$ cat config.mk
export PLATFORM = sky130hd
export DESIGN_NAME = avalon_pio_gen2
export DESIGN_NICKNAME = d
export VERILOG_FILES = /design/src/rtl/avalon_pio_pkg.sv /design/src/rtl/pio_blink_prescaler.sv /design/src/rtl/avalon_pio_gen2.sv
export SDC_FILE = /design/constraint.sdc
export NUM_CORES = 1
export LEC_CHECK = 0
export ABC_CLOCK_PERIOD_IN_PS = 3550
export BUFFER_PORTS_ARGS = -buffer_cell sky130_fd_sc_hd__buf_2
export CAP_MARGIN = 30
export CORE_ASPECT_RATIO = 1.2
export CORE_MARGIN = 1.5
export CORE_UTILIZATION = 30
export DETAILED_ROUTE_END_ITERATION = 8
export PLACE_DENSITY = 0.54
export SYNTH_ARGS = -nofsm -noshare
export SYNTH_HDL_FRONTEND = slang
export SYNTH_SLANG_ARGS = --single-unit
export TNS_END_PERCENT = 30
$ cat constraint.sdc
create_clock -name clk -period 3.55 [get_ports clk]
set_clock_uncertainty 0.15 [all_clocks]
set_input_delay 0.5325 -clock clk [delete_from_list [all_inputs] [get_ports clk]]
set_output_delay 0.5325 -clock clk [all_outputs]
set_load 0.01 [all_outputs]
$ cat src/rtl/avalon_pio_pkg.sv
// Purpose : shared register map and edge-mode constants for the Avalon PIO gen2 slave.
// Latency : n/a (declarations only).
// Backpressure: n/a.
package avalon_pio_pkg;

  // Word addresses of the slave registers.
  typedef enum logic [2:0] {
    ADDR_DATA         = 3'd0,
    ADDR_DIR          = 3'd1,
    ADDR_IRQ_MASK     = 3'd2,
    ADDR_EDGE_CAP     = 3'd3,
    ADDR_OUTSET       = 3'd4,
    ADDR_OUTCLR       = 3'd5,
    ADDR_BLINK_EN     = 3'd6,
    ADDR_BLINK_PERIOD = 3'd7
  } pio_addr_e;

  // Edge detection modes for the input capture path.
  localparam int EDGE_RISE = 0;
  localparam int EDGE_FALL = 1;
  localparam int EDGE_ANY  = 2;

endpackage

$ cat src/rtl/pio_blink_prescaler.sv
// Purpose : down-counting prescaler producing the blink phase for the PIO outputs.
// Latency : phase changes on the clk edge where the counter wraps; a load forces phase high on the next edge.
// Backpressure: none, free-running whenever period is non-zero.
//
// Ports:
//   clk, reset_n : system clock, asynchronous active-low reset
//   period       : reload value; half-period of the blink is period+1 clks, 0 stops the counter
//   load         : reload the counter from period and restart the phase high
//   phase        : current blink phase (1 = output visible)
module pio_blink_prescaler #(
  parameter int PRESCALE_W = 24
) (
  input  logic                  clk,
  input  logic                  reset_n,
  input  logic [PRESCALE_W-1:0] period,
  input  logic                  load,
  output logic                  phase
);

  logic [PRESCALE_W-1:0] cnt;

  always_ff @(posedge clk or negedge reset_n) begin
    if (!reset_n) begin
      cnt   <= '0;
      phase <= 1'b1;
    end else if (load) begin
      // A reload takes priority over a coincident wrap, so a period write never toggles.
      cnt   <= period;
      phase <= 1'b1;
    end else if (period == '0) begin
      phase <= 1'b1;
    end else if (cnt == '0) begin
      cnt   <= period;
      phase <= ~phase;
    end else begin
      cnt <= cnt - 1'b1;
    end
  end

endmodule

$ cat src/rtl/avalon_pio_gen2.sv
// Purpose : Avalon-MM GPIO slave with direction, set/clear, edge capture IRQ and hardware blink.
// Latency : zero-wait-state reads (combinational readdata); writes land on the next clk; input edges reach edge_cap 3 clks after sampling.
// Backpressure: none, the slave accepts every access immediately.
//
// Ports:
//   clk, reset_n                   : system clock, asynchronous active-low reset
//   address, chipselect, write_n,
//   writedata, readdata            : Avalon-MM slave port (word addressed, 8 registers)
//   in_port                        : external inputs, asynchronous to clk
//   out_port, oe                   : driven output value and per-bit output enable
//   irq                            : level interrupt, active high
module avalon_pio_gen2
  import avalon_pio_pkg::*;
#(
  parameter int               WIDTH       = 9,
  parameter logic [WIDTH-1:0] RESET_VALUE = '0,
  parameter logic [WIDTH-1:0] RESET_DIR   = '1,
  parameter int               EDGE_TYPE   = 0,
  parameter int               PRESCALE_W  = 24
) (
  input  logic             clk,
  input  logic             reset_n,
  input  logic [2:0]       address,
  input  logic             chipselect,
  input  logic             write_n,
  input  logic [31:0]      writedata,
  output logic [31:0]      readdata,
  input  logic [WIDTH-1:0] in_port,
  output logic [WIDTH-1:0] out_port,
  output logic [WIDTH-1:0] oe,
  output logic             irq
);

  logic [WIDTH-1:0]      data_out;
  logic [WIDTH-1:0]      dir;
  logic [WIDTH-1:0]      irq_mask;
  logic [WIDTH-1:0]      edge_cap;
  logic [WIDTH-1:0]      blink_en;
  logic [PRESCALE_W-1:0] blink_period;

  logic [WIDTH-1:0]      in_s1;
  logic [WIDTH-1:0]      in_sync;
  logic [WIDTH-1:0]      in_d;
  logic [WIDTH-1:0]      in_edge;
  logic                  irq_r;

  logic                  wr_en;
  logic [WIDTH-1:0]      wd;
  logic [PRESCALE_W-1:0] wd_period;
  logic                  period_load;
  logic [PRESCALE_W-1:0] period_next;
  logic                  blink_phase;

  // Bits of writedata above the register widths are intentionally dropped.
  logic                  unused_writedata;
  assign unused_writedata = ^writedata;

  assign wr_en       = chipselect && !write_n;
  assign wd          = writedata[WIDTH-1:0];
  assign wd_period   = writedata[PRESCALE_W-1:0];
  assign period_load = wr_en && (address == ADDR_BLINK_PERIOD);

  // The prescaler must reload with the value being written, not the stale register.
  assign period_next = period_load ? wd_period : blink_period;

  // Synchroniser plus one delay stage for edge detection.
  always_ff @(posedge clk or negedge reset_n) begin
    if (!reset_n) begin
      in_s1   <= '0;
      in_sync <= '0;
      in_d    <= '0;
    end else begin
      in_s1   <= in_port;
      in_sync <= in_s1;
      in_d    <= in_sync;
    end
  end

  always_comb begin
    in_edge = '0;
    case (EDGE_TYPE)
      EDGE_RISE: in_edge = in_sync & ~in_d;
      EDGE_FALL: in_edge = ~in_sync & in_d;
      default:   in_edge = (in_sync & ~in_d) | (~in_sync & in_d);
    endcase
  end

  // Register file. Edge capture is handled here too so the W1C and the set share one update.
  always_ff @(posedge clk or negedge reset_n) begin
    if (!reset_n) begin
      data_out     <= RESET_VALUE;
      dir          <= RESET_DIR;
      irq_mask     <= '0;
      edge_cap     <= '0;
      blink_en     <= '0;
      blink_period <= '0;
    end else begin
      if (wr_en) begin
        case (address)
          ADDR_DATA:         data_out     <= wd;
          ADDR_DIR:          dir          <= wd;
          ADDR_IRQ_MASK:     irq_mask     <= wd;
          ADDR_OUTSET:       data_out     <= data_out | wd;
          ADDR_OUTCLR:       data_out     <= data_out & ~wd;
          ADDR_BLINK_EN:     blink_en     <= wd;
          ADDR_BLINK_PERIOD: blink_period <= wd_period;
          default:           ;
        endcase
      end
      // Set wins over a coincident clear; output bits never capture.
      if (wr_en && (address == ADDR_EDGE_CAP)) begin
        edge_cap <= (edge_cap & ~wd) | (in_edge & ~dir);
      end else begin
        edge_cap <= edge_cap | (in_edge & ~dir);
      end
    end
  end

  always_ff @(posedge clk or negedge reset_n) begin
    if (!reset_n) begin
      irq_r <= 1'b0;
    end else begin
      irq_r <= |(edge_cap & irq_mask);
    end
  end

  pio_blink_prescaler #(
    .PRESCALE_W (PRESCALE_W)
  ) u_prescaler (
    .clk     (clk),
    .reset_n (reset_n),
    .period  (period_next),
    .load    (period_load),
    .phase   (blink_phase)
  );

  always_comb begin
    readdata = '0;
    case (address)
      ADDR_DATA:         readdata[WIDTH-1:0]      = (data_out & dir) | (in_sync & ~dir);
      ADDR_DIR:          readdata[WIDTH-1:0]      = dir;
      ADDR_IRQ_MASK:     readdata[WIDTH-1:0]      = irq_mask;
      ADDR_EDGE_CAP:     readdata[WIDTH-1:0]      = edge_cap;
      ADDR_BLINK_EN:     readdata[WIDTH-1:0]      = blink_en;
      ADDR_BLINK_PERIOD: readdata[PRESCALE_W-1:0] = blink_period;
      default:           readdata                 = '0;
    endcase
  end

  assign out_port = data_out & dir & (~blink_en | {WIDTH{blink_phase}});
  assign oe       = dir;
  assign irq      = irq_r;

endmodule

==> summary.md, run 1 <==
| Metric | Value |
|---|---|
| Startpoint type of the worst setup path | `register` |
| Cell Chain, Critical Path | `or4_1 -> or4_1 -> buf_4 -> or4_1 -> o211ai_1 -> a31oi_1` |
| Postcts setup bufs | `0` |
| Global routing usage on met1 | `0.227` |
| Register Area | `3070 um^2` |
| DR WL/cell | `17.4 um` |
| Max VDD drop | `359 uV` |
| Area growth from synthesis to layout | `22.8%` |
| Max-cap violations | `0` |
| Post-Syn Area per Cell | `9.74 um^2` |
| Arrival @ worst endpoint | `3.06 ns` |
| Clk sinks | `122` |
| RSZ-0062 raised after global routing | `no` |
| Initial antenna violation count | `1` |
| Commonest non-fill, non-tap cells in the layout | `nand2_1 (129), dfrtp_1 (112), buf_2 (81)` |
| Hold slack | `0.0642 ns` |
| Final setup vio count | `0` |
| CTS Buf Count | `17` |
| Clk Latency, worst-skew pair | `0.42 ns` |
| Met2 global-route usage | `0.272` |
| Fin crit share | `0.829` |
| Worst R2R Setup Slack | `0.61 ns` |
| Multi-input logic area | `2880 um^2` |
| Post-route ant nets | `0` |
| Ys async rst share | `1.00` |
| Min cycle time layout | `2.94 ns` |
| Post-place setup slack | `0.663 ns` |
| M3 GR Usage | `0.0346` |
| Full die area | `21400 um^2` |
| Root Driver | `clkbuf_16` |
| Most common flop cell mapped by yosys | `dfrtp_1` |
| H-tree levels | `4` |
| Final Max Slew Viols | `0` |
| DP Wirelength | `12000 um` |
| Core area | `20200 um^2` |
| Req. time, crit path | `3.67 ns` |
| Filler Cell Count | `2041` |
| Routed wire length | `17400 um` |
| Placed Cells | `967` |
| Warnings, synthesis | `0` |
| Most used cell, CP | `or4_1` |
| Nets@finish | `772` |
| Diode count | `0` |
| Vias in the first global route | `5009` |
| Cell Rows | `57` |
| Routed vias/inst | `5.15` |
| Critical Path Max Stage Delay | `0.67 ns` |
| RR Endpoint | `u_prescaler.cnt[3]$_DFFE_PN0P_` |
| Gates resized, CTS repair | `0` |
| Max Freq | `340 MHz` |
| HP Start | `in_port[0]` |
| # IOs | `99` |
| Rel. slew slack | `0.554` |
| Die width | `134 um` |
| Gr ovfl total | `0` |
| GR peak layer | `met2` |
| CP Max Fanout | `10` |
| Port Buffers | `82` |
| Clk pin slew, worst setup/hold paths | `0.06 ns` |
| Post-synth EDFFs | `0` |
| Largest net degree at the start of global routing | `94` |
| R2R cell count | `6` |
| CP Class | `reg2reg` |
| Mapped Cells | `632` |
| Slowest cell on crit path | `or4_1` |
| Hold endpoint | `in_s1[0]$_DFF_PN0_` |
| Synth cell types | `58` |
| Power per cell area | `655 nW/um^2` |
| TritonCTS clock tree | `yes` |
| Leakage | `3.36 nW` |
| Yosys reg bits | `122` |
| Die height | `160 um` |
| RR Startpoint | `u_prescaler.cnt[15]$_DFFE_PN0P_` |
| WHS Path Cells | `1` |
| DRC viols | `0` |
| Final WS setup | `0.609 ns` |
| Gpl congestion | `0.786` |
| Final Hold Vio Count | `0` |
| Critical Path Sink Type | `register` |
| Setup TNS | `0 ns` |
| Synth Cell Area | `6150 um^2` |
| DR iter-0 viols | `280` |
| Outcome | `completed` |
| Vias | `5146` |
| GRT Total Usage | `0.167` |
| Most common cell after layout, fill and taps aside | `nand2_1` |
| Fin cells | `1000` |
| 1st-pass router iterations | `5` |
| Worst min-delay path category | `in2reg` |
| Initial core utilization | `0.305` |
| CTS Buffer Depth | `2` |
| Seq/Total Area, Yosys | `0.498` |
| Share of layout cells above drive strength 1 | `0.257` |
| First-pass GRT wire length | `28000 um` |
| Worst slew pin tran | `0.663 ns` |
worst max-delay path by stage:
stage                                         start                               to  slack, ns  depth (start not counted)
finish              u_prescaler.cnt[15]$_DFFE_PN0P_   u_prescaler.cnt[3]$_DFFE_PN0P_       0.61                          6
global route        u_prescaler.cnt[15]$_DFFE_PN0P_   u_prescaler.cnt[3]$_DFFE_PN0P_       0.50                          6
CTS                 u_prescaler.cnt[15]$_DFFE_PN0P_   u_prescaler.cnt[3]$_DFFE_PN0P_       0.64                          6
detailed placement  u_prescaler.cnt[15]$_DFFE_PN0P_   u_prescaler.cnt[3]$_DFFE_PN0P_       0.66                          6
global placement    u_prescaler.cnt[15]$_DFFE_PN0P_   u_prescaler.cnt[3]$_DFFE_PN0P_       0.67                          6
floorplan           u_prescaler.cnt[15]$_DFFE_PN0P_  u_prescaler.cnt[23]$_DFFE_PN0P_       0.91                          7
report_power, final:
part,switching [mW],leakage (nW),total [mW],internal (mW)
clock,0.662,0.295,1.84,1.18
combinational,0.525,1.62,1.04,0.518
sequential,0.361,1.45,2.06,1.70
total,1.55,3.36,4.95,3.40
final cells by class:
type                            count  area share
Inverter                           10     0.00497
Clock buffer                       19      0.0573
Timing Repair Buffer              107      0.0815
Clock inverter                     13      0.0253
Multi-Input combinational cell    464       0.381
Sequential cell                   122       0.406
Tap cell                          265      0.0439
metal layers:
layer  vias to the layer above  part of all wire
met5                         -                 0
met4                         0            0.0096
met3                        13             0.038
met2                       122              0.48
met1                      2558              0.47
li1                       2453                 -
logic make-up after synthesis:
group / synth area share
xor+xnor: 0.0157
buf+inv: 0.0378
compound gates: 0.166
simple gates: 0.204
other cells: 0.000609
flops: 0.498
fa+ha+maj: 0.00407
mux: 0.0738
what timing repair did:
action	4_1_cts	5_1_grt
hold endpoints to repair	28	0
hold buffers	1	0
endpoints found under the setup margin	0	0
stage by stage:
step / util / power [mW] / instance area [um^2]
2_1_floorplan: - / 2.73 / 6180
3_3_place_gp: 0.343 / 3.10 / 6920
3_5_place_dp: 0.343 / 3.12 / 6920
4_1_cts: 0.374 / 4.99 / 7560
5_1_grt: 0.374 / 5.22 / 7560
6_report: 0.374 / 4.95 / 7560
state kept, by name, summed over array words and instances, names as in the netlist:
name,flops
blink_en,9
blink_period,24
data_out,9
edge_cap,9
in_d,9
in_s1,9
in_sync,9
irq,1
irq_mask,9
oe,9
u_prescaler.cnt,24
u_prescaler.phase,1
critical path: cells and delay by family (launching register included):
family | cells | cell delay, ns
compound gates | 2 | 0.21
buf+inv | 1 | 0.24
simple gates | 3 | 1.75
flops | 1 | 0.44
cell usage after synthesis (all sizes together), types with 3 or more instances:
master | number | area, um^2
o31ai | 14 | 110
a221oi | 5 | 43.8
xnor2 | 8 | 70.1
nor2 | 27 | 101
o211ai | 7 | 52.6
buf | 13 | 82.6
and2 | 18 | 113
nor4 | 21 | 150
a21boi | 14 | 105
o32a | 3 | 30.0
a31oi | 14 | 87.6
and3 | 5 | 31.3
a211o | 4 | 35.0
or3 | 6 | 37.5
mux2i | 6 | 60.1
a32o | 3 | 30.0
dfrtp | 112 | 2800
nor3 | 14 | 75.1
dfstp | 10 | 263
clkbuf | 30 | 113
a221o | 4 | 40.0
mux2 | 33 | 372
a22oi | 5 | 37.5
xor2 | 3 | 26.3
o21ai | 27 | 135
a21oi | 19 | 95.1
nand2b | 8 | 50.1
inv | 9 | 33.8
o2bb2ai | 6 | 52.6
nand2 | 129 | 484
or2 | 3 | 18.8
or4 | 6 | 45.0
o31a | 3 | 26.3
nor2b | 3 | 18.8
a22o | 7 | 61.3
nand3 | 7 | 35.0
nor3b | 5 | 37.5
(Power assumes the default switching activity.)
==> run 2, diff against run 1 <==
Settings changed: ABC_AREA from default to 1, ABC_CLOCK_PERIOD_IN_PS 3550 to 3000.
Clock period 3.55 ns to 3 ns, I/O delays scaled along.
==> run 2 against run 1 <==
Sequential power rose by 12%. Worst hold slack improved by 0.066 ns. First-iteration DRC count fell by 4.3%. Setup slack got worse by 0.061 ns. Utilization rose by 0.46 points. Non-clock buffer count rose by 12. Synthesized cell count rose by 30%. Routed wire length rose by 4.3%. Sequential cell count did not move. Design area rose by 4.5%.
==> summary.md, run 2 <==
| Metric | Value |
|---|---|
| Most common flop cell mapped by yosys | `dfrtp_1` |
| Outcome | `completed` |
| Root Driver | `clkbuf_16` |
| Worst slew pin tran | `0.706 ns` |
| Share of layout cells above drive strength 1 | `0.192` |
| Area leader, netlist | `dfrtp_1` |
| RSZ-0062 raised after global routing | `no` |
| Yosys reg bits | `122` |
| Cell Rows | `58` |
| Initial core utilization | `0.304` |
| Post-Syn Area per Cell | `7.70 um^2` |
| Gates resized, CTS repair | `0` |
| CP Max Fanout | `10` |
| Share of the synthesized area in the top cell type | `0.443` |
| Most frequent cells after synthesis | `nand2_1 (239), dfrtp_1 (112), inv_1 (89), nor2_1 (84), nand3_1 (63)` |
| 1st-pass router iterations | `7` |
| Power per cell area | `758 nW/um^2` |
| Seq/Total Area, Yosys | `0.485` |
| Largest registers | `blink_period: 24 flops, u_prescaler.cnt: 24 flops` |
| Gpl congestion | `0.800` |
| Setup TNS | `0 ns` |
| Filler Cell Count | `2204` |
| Final setup vio count | `0` |
| Min cycle time layout | `2.45 ns` |
| CTS Buffer Depth | `2` |
| Most common cell after layout, fill and taps aside | `nand2_1` |
| Arrival @ worst endpoint | `1.85 ns` |
| Placement Cell Area | `7140 um^2` |
| Switching Power | `1.98 mW` |
| Worst min-delay path category | `in2reg` |
| Post-place setup slack | `0.409 ns` |
| CP Class | `reg2out` |
| Gr ovfl total | `0` |
| Routed vias/inst | `4.66` |
| Clk sinks | `122` |
| Critical Path Sink Type | `primary output` |
| Max Freq | `408 MHz` |
| Clock share of power | `0.381` |
| Final WS setup | `0.548 ns` |
| Synth cell types | `39` |
| Gate power share | `0.235` |
| Mapped Cells | `821` |
| Ys async rst share | `1.00` |
| Vias in the first global route | `5507` |
| # IOs | `99` |
| Synth Cell Area | `6320 um^2` |
| CTS Buf Count | `17` |
| Finished Cell Area | `7890 um^2` |
| Top post-synthesis cells by area | `dfrtp_1 (44%), nand2_1 (14%), inv_1 (5.3%)` |
| DP Wirelength | `12700 um` |
| DRC viols | `0` |
| Port Buffers | `82` |
| Die height | `162 um` |
| Area growth from synthesis to layout | `24.8%` |
| Req. time, crit path | `2.40 ns` |
| DR iter-0 viols | `268` |
| Max VDD drop | `470 uV` |
| First-pass GRT wire length | `29200 um` |
| Startpoint type of the worst setup path | `register` |
| Switching part of the total | `0.331` |
| Most common cell in the netlist | `nand2_1` |
| Initial antenna violation count | `0` |
| Hold buffer count at CTS | `10` |
| Routed wire length | `18100 um` |
| Leakage | `4.01 nW` |
| Post-synth EDFFs | `0` |
| Die width | `136 um` |
| Largest net degree at the start of global routing | `55` |
| Warnings, synthesis | `0` |
| TritonCTS clock tree | `yes` |
| Fin crit share | `0.817` |
| Post-route ant nets | `0` |
| H-tree levels | `4` |
| Postcts setup bufs | `0` |
| Nets@finish | `985` |
| DR WL/cell | `14.9 um` |
| GRT Total Usage | `0.175` |
| Diode count | `0` |
| Commonest non-fill, non-tap cells in the layout | `nand2_1 (239), dfrtp_1 (112), inv_1 (89)` |
| Clk Latency, worst-skew pair | `0.43 ns` |
| Clk pin slew, worst setup/hold paths | `0.06 ns` |
| Vias | `5672` |
| Final core utilization | `0.379` |
| Final Hold Vio Count | `0` |
| Rel. slew slack | `0.528` |
| Full die area | `22000 um^2` |
| Sequential Power Share | `0.384` |
| Internal | `4.00 mW` |
| Core area | `20800 um^2` |
| Max-cap violations | `0` |
| Design Power | `5.98 mW` |
| Final Max Slew Viols | `0` |
run 2: routing by layer:
layer  GRT usage  routed length [um]  vias up
met2       0.287                8780      110
met1       0.234                8460     2669
li1            -                   -     2881
met3      0.0328                 719       12
met5           0                   0        -
met4      0.0513                 169        0
run 2: layout make-up:
class | instances | area, um^2 | share of cell area
Timing Repair Buffer | 119 | 753 | 0.0954
Clock inverter | 12 | 186 | 0.0236
Tap cell | 270 | 338 | 0.0428
Multi-Input combinational cell | 580 | 2720 | 0.345
Inverter | 95 | 359 | 0.0455
Clock buffer | 20 | 467 | 0.0591
Sequential cell | 122 | 3070 | 0.388
run 2: worst paths after layout:
kind,start,to,slack (ns),cells after the start
max in group asynchronous,reset_n,blink_period[22]$_DFFE_PN0P_,1.55,3
min,writedata[16],blink_period[16]$_DFFE_PN0P_,0.13,3
min reg2reg,in_s1[8]$_DFF_PN0_,in_sync[8]$_DFF_PN0_,0.20,0
max,u_prescaler.phase$_DFFE_PN1P_,out_port[8],0.55,3
max reg2reg,u_prescaler.cnt[0]$_DFFE_PN0P_,u_prescaler.cnt[20]$_DFFE_PN0P_,0.73,13
min in group asynchronous,reset_n,blink_period[11]$_DFFE_PN0P_,0.39,2
run 2: critical path: stages (launching register included):
cell	delay, ns
dfstp_2	0.53
clkinv_1	0.36
a21oi_1	0.36
buf_2	0.18
run 2: power by group through the flow:
stage	Combinational [mW]	Sequential, mW	Clock [mW]
floorplan	1.03	2.25	0
global placement	1.39	2.32	0
detailed placement	1.41	2.32	0
CTS	1.43	2.30	2.32
global route	1.64	2.35	2.40
finish	1.41	2.30	2.28
run 2: kinds of logic after synthesis:
kind of cell,Yosys count,share of synthesized area
and+or+nand+nor,436,0.299
adders and majority gates,2,0.00396
other,1,0.000593
DFF,122,0.485
xor gates and xnor gates,4,0.00554
AOI/OAI and AO/OA,130,0.118
buffers and inverters,126,0.0885
run 2: through the flow:
stage	std cells	hold WS, ns
after detailed placement	1176	0.186
final	1218	0.130
after CTS	1218	0.116
after global routing	1218	0.135
after floorplan	828	0.00441
after global placement	1176	0.183
==> run 3, diff against run 2 <==
Settings changed: ABC_CLOCK_PERIOD_IN_PS 3000 to 2200, PLACE_DENSITY 0.54 to 0.55.
Clock period 3 ns to 2.2 ns, I/O delays scaled along.
==> run 3 against run 2 <==
Total power up 41%. Routed wire length up 2.9%. Setup slack worse by 0.52 ns. Non-clock buffer count up 70. Register-to-register slack worse by 0.54 ns. Via count up 5.4%. Count of clock-buffer cells in the layout down 1. Die area unchanged. Largest cell class unchanged. Highest routed layer unchanged.
==> summary.md, run 3 (synthesized netlist as in run 2, its figures left out) <==
| Metric | Value |
|---|---|
| Post-route ant nets | `0` |
| Initial core utilization | `0.304` |
| Leakage | `4.37 nW` |
| Die height | `162 um` |
| Commonest non-fill, non-tap cells in the layout | `nand2_1 (235), dfrtp_1 (112), buf_4 (91)` |
| Clk pin slew, worst setup/hold paths | `0.06 ns` |
| CP Max Fanout | `5` |
| Core area | `20800 um^2` |
| Critical Path Sink Type | `primary output` |
| Final setup vio count | `0` |
| Gpl congestion | `0.870` |
| Worst slew pin tran | `0.540 ns` |
| Nets@finish | `1055` |
| Share of layout cells above drive strength 1 | `0.260` |
| Min cycle time layout | `2.17 ns` |
| Final Hold Vio Count | `0` |
| Root Driver | `clkbuf_16` |
| Largest registers | `blink_period: 24 flops, u_prescaler.cnt: 24 flops` |
| Power per cell area | `988 nW/um^2` |
| Max-cap violations | `0` |
| Vias in the first global route | `5783` |
| Req. time, crit path | `1.72 ns` |
| Startpoint type of the worst setup path | `register` |
| Setup TNS | `0 ns` |
| Arrival @ worst endpoint | `1.69 ns` |
| # IOs | `99` |
| Outcome | `completed` |
| CP Class | `reg2out` |
| CTS Buffer Depth | `2` |
| GRT Total Usage | `0.181` |
| First-pass GRT wire length | `30400 um` |
| Diode count | `0` |
| Fin crit share | `0.985` |
| Routed vias/inst | `4.64` |
| Port Buffers | `82` |
| Rel. slew slack | `0.639` |
| H-tree levels | `4` |
| Full die area | `22000 um^2` |
| CTS Buf Count | `17` |
| DP Wirelength | `13600 um` |
| TritonCTS clock tree | `yes` |
| Initial antenna violation count | `0` |
| Largest net degree at the start of global routing | `51` |
| RSZ-0062 raised after global routing | `yes` |
| Max VDD drop | `583 uV` |
| Most common cell after layout, fill and taps aside | `nand2_1` |
| DRC viols | `0` |
| Worst min-delay path category | `in2reg` |
| Design Power | `8.42 mW` |
| Final Max Slew Viols | `0` |
| Cell Rows | `58` |
| Routed wire length | `18600 um` |
| DR iter-0 viols | `305` |
| Die width | `136 um` |
| Clk Latency, worst-skew pair | `0.43 ns` |
| Clk sinks | `122` |
| Max Freq | `461 MHz` |
| DR WL/cell | `14.5 um` |
| Vias | `5981` |
| Area growth from synthesis to layout | `34.9%` |
| Gr ovfl total | `0` |
| 1st-pass router iterations | `5` |
[run 3: per-layer routing]
metal  track usage  part of all wire  up-vias
li1              -                 -     3015
met1         0.238              0.46     2811
met2         0.298              0.49      128
met3        0.0346             0.037       27
met4        0.0596             0.019        0
met5             0                 0        -
[run 3: path summary, 6_finish.rpt]
path | start | endpoint | slack (ns) | cells after the start
setup / recovery | oe[5]$_DFFE_PN1P_ | readdata[5] | 0.03 | 6
hold / removal | writedata[23] | blink_period[23]$_DFFE_PN0P_ | 0.02 | 3
setup reg to reg | u_prescaler.cnt[0]$_DFFE_PN0P_ | u_prescaler.cnt[20]$_DFFE_PN0P_ | 0.19 | 13
hold reg to reg | in_s1[3]$_DFF_PN0_ | in_sync[3]$_DFF_PN0_ | 0.19 | 0
max in group asynchronous | reset_n | u_prescaler.cnt[21]$_DFFE_PN0P_ | 1.14 | 3
min in group asynchronous | reset_n | u_prescaler.cnt[8]$_DFFE_PN0P_ | 0.17 | 2
[run 3: timing repair]
action                     4_1_cts  5_1_grt
cloned                           0        0
gates resized for setup          1       14
setup endpoints to repair        2       15
setup buffers                    1        2
hold endpoints to repair       121        0
hold buffers                    10        0
pin swaps                        1        5
[run 3: metrics by stage]
step	hold slack [ns]	std cells	util	cell area, um^2	worst slack, ns
2_1_floorplan	-0.116	828	-	6350	0.190
3_3_place_gp	0.0673	1243	0.369	7690	-0.145
3_5_place_dp	0.0611	1243	0.369	7690	-0.167
4_1_cts	0.0118	1286	0.406	8460	0.00297
5_1_grt	0.0316	1288	0.409	8530	-0.0500
6_report	0.0183	1288	0.409	8530	0.0323
[run 3: where the power goes]
part | switching [mW] | internal [mW] | total (mW)
Sequential | 0.426 | 2.73 | 3.15
Clock | 1.08 | 2.05 | 3.14
Combinational | 1.27 | 0.864 | 2.13
Total | 2.78 | 5.64 | 8.42
[run 3: worst max-delay path, stage by stage (launching register included)]
cell and delay [ns]:
dfstp_2 0.58, inv_2 0.04, nand2_2 0.06, nand2_2 0.05
a221oi_2 0.21, o211ai_1 0.15, buf_2 0.17
[run 3: layout make-up]
cell class / instances / area (um^2)
clock buffers: 19 / 443
inverters: 95 / 359
well taps: 270 / 338
repair buffers: 189 / 1330
fillers: 2143 / 12300
multi-input cells: 580 / 2780
flip-flops and latches: 122 / 3070
clock inverters: 13 / 215
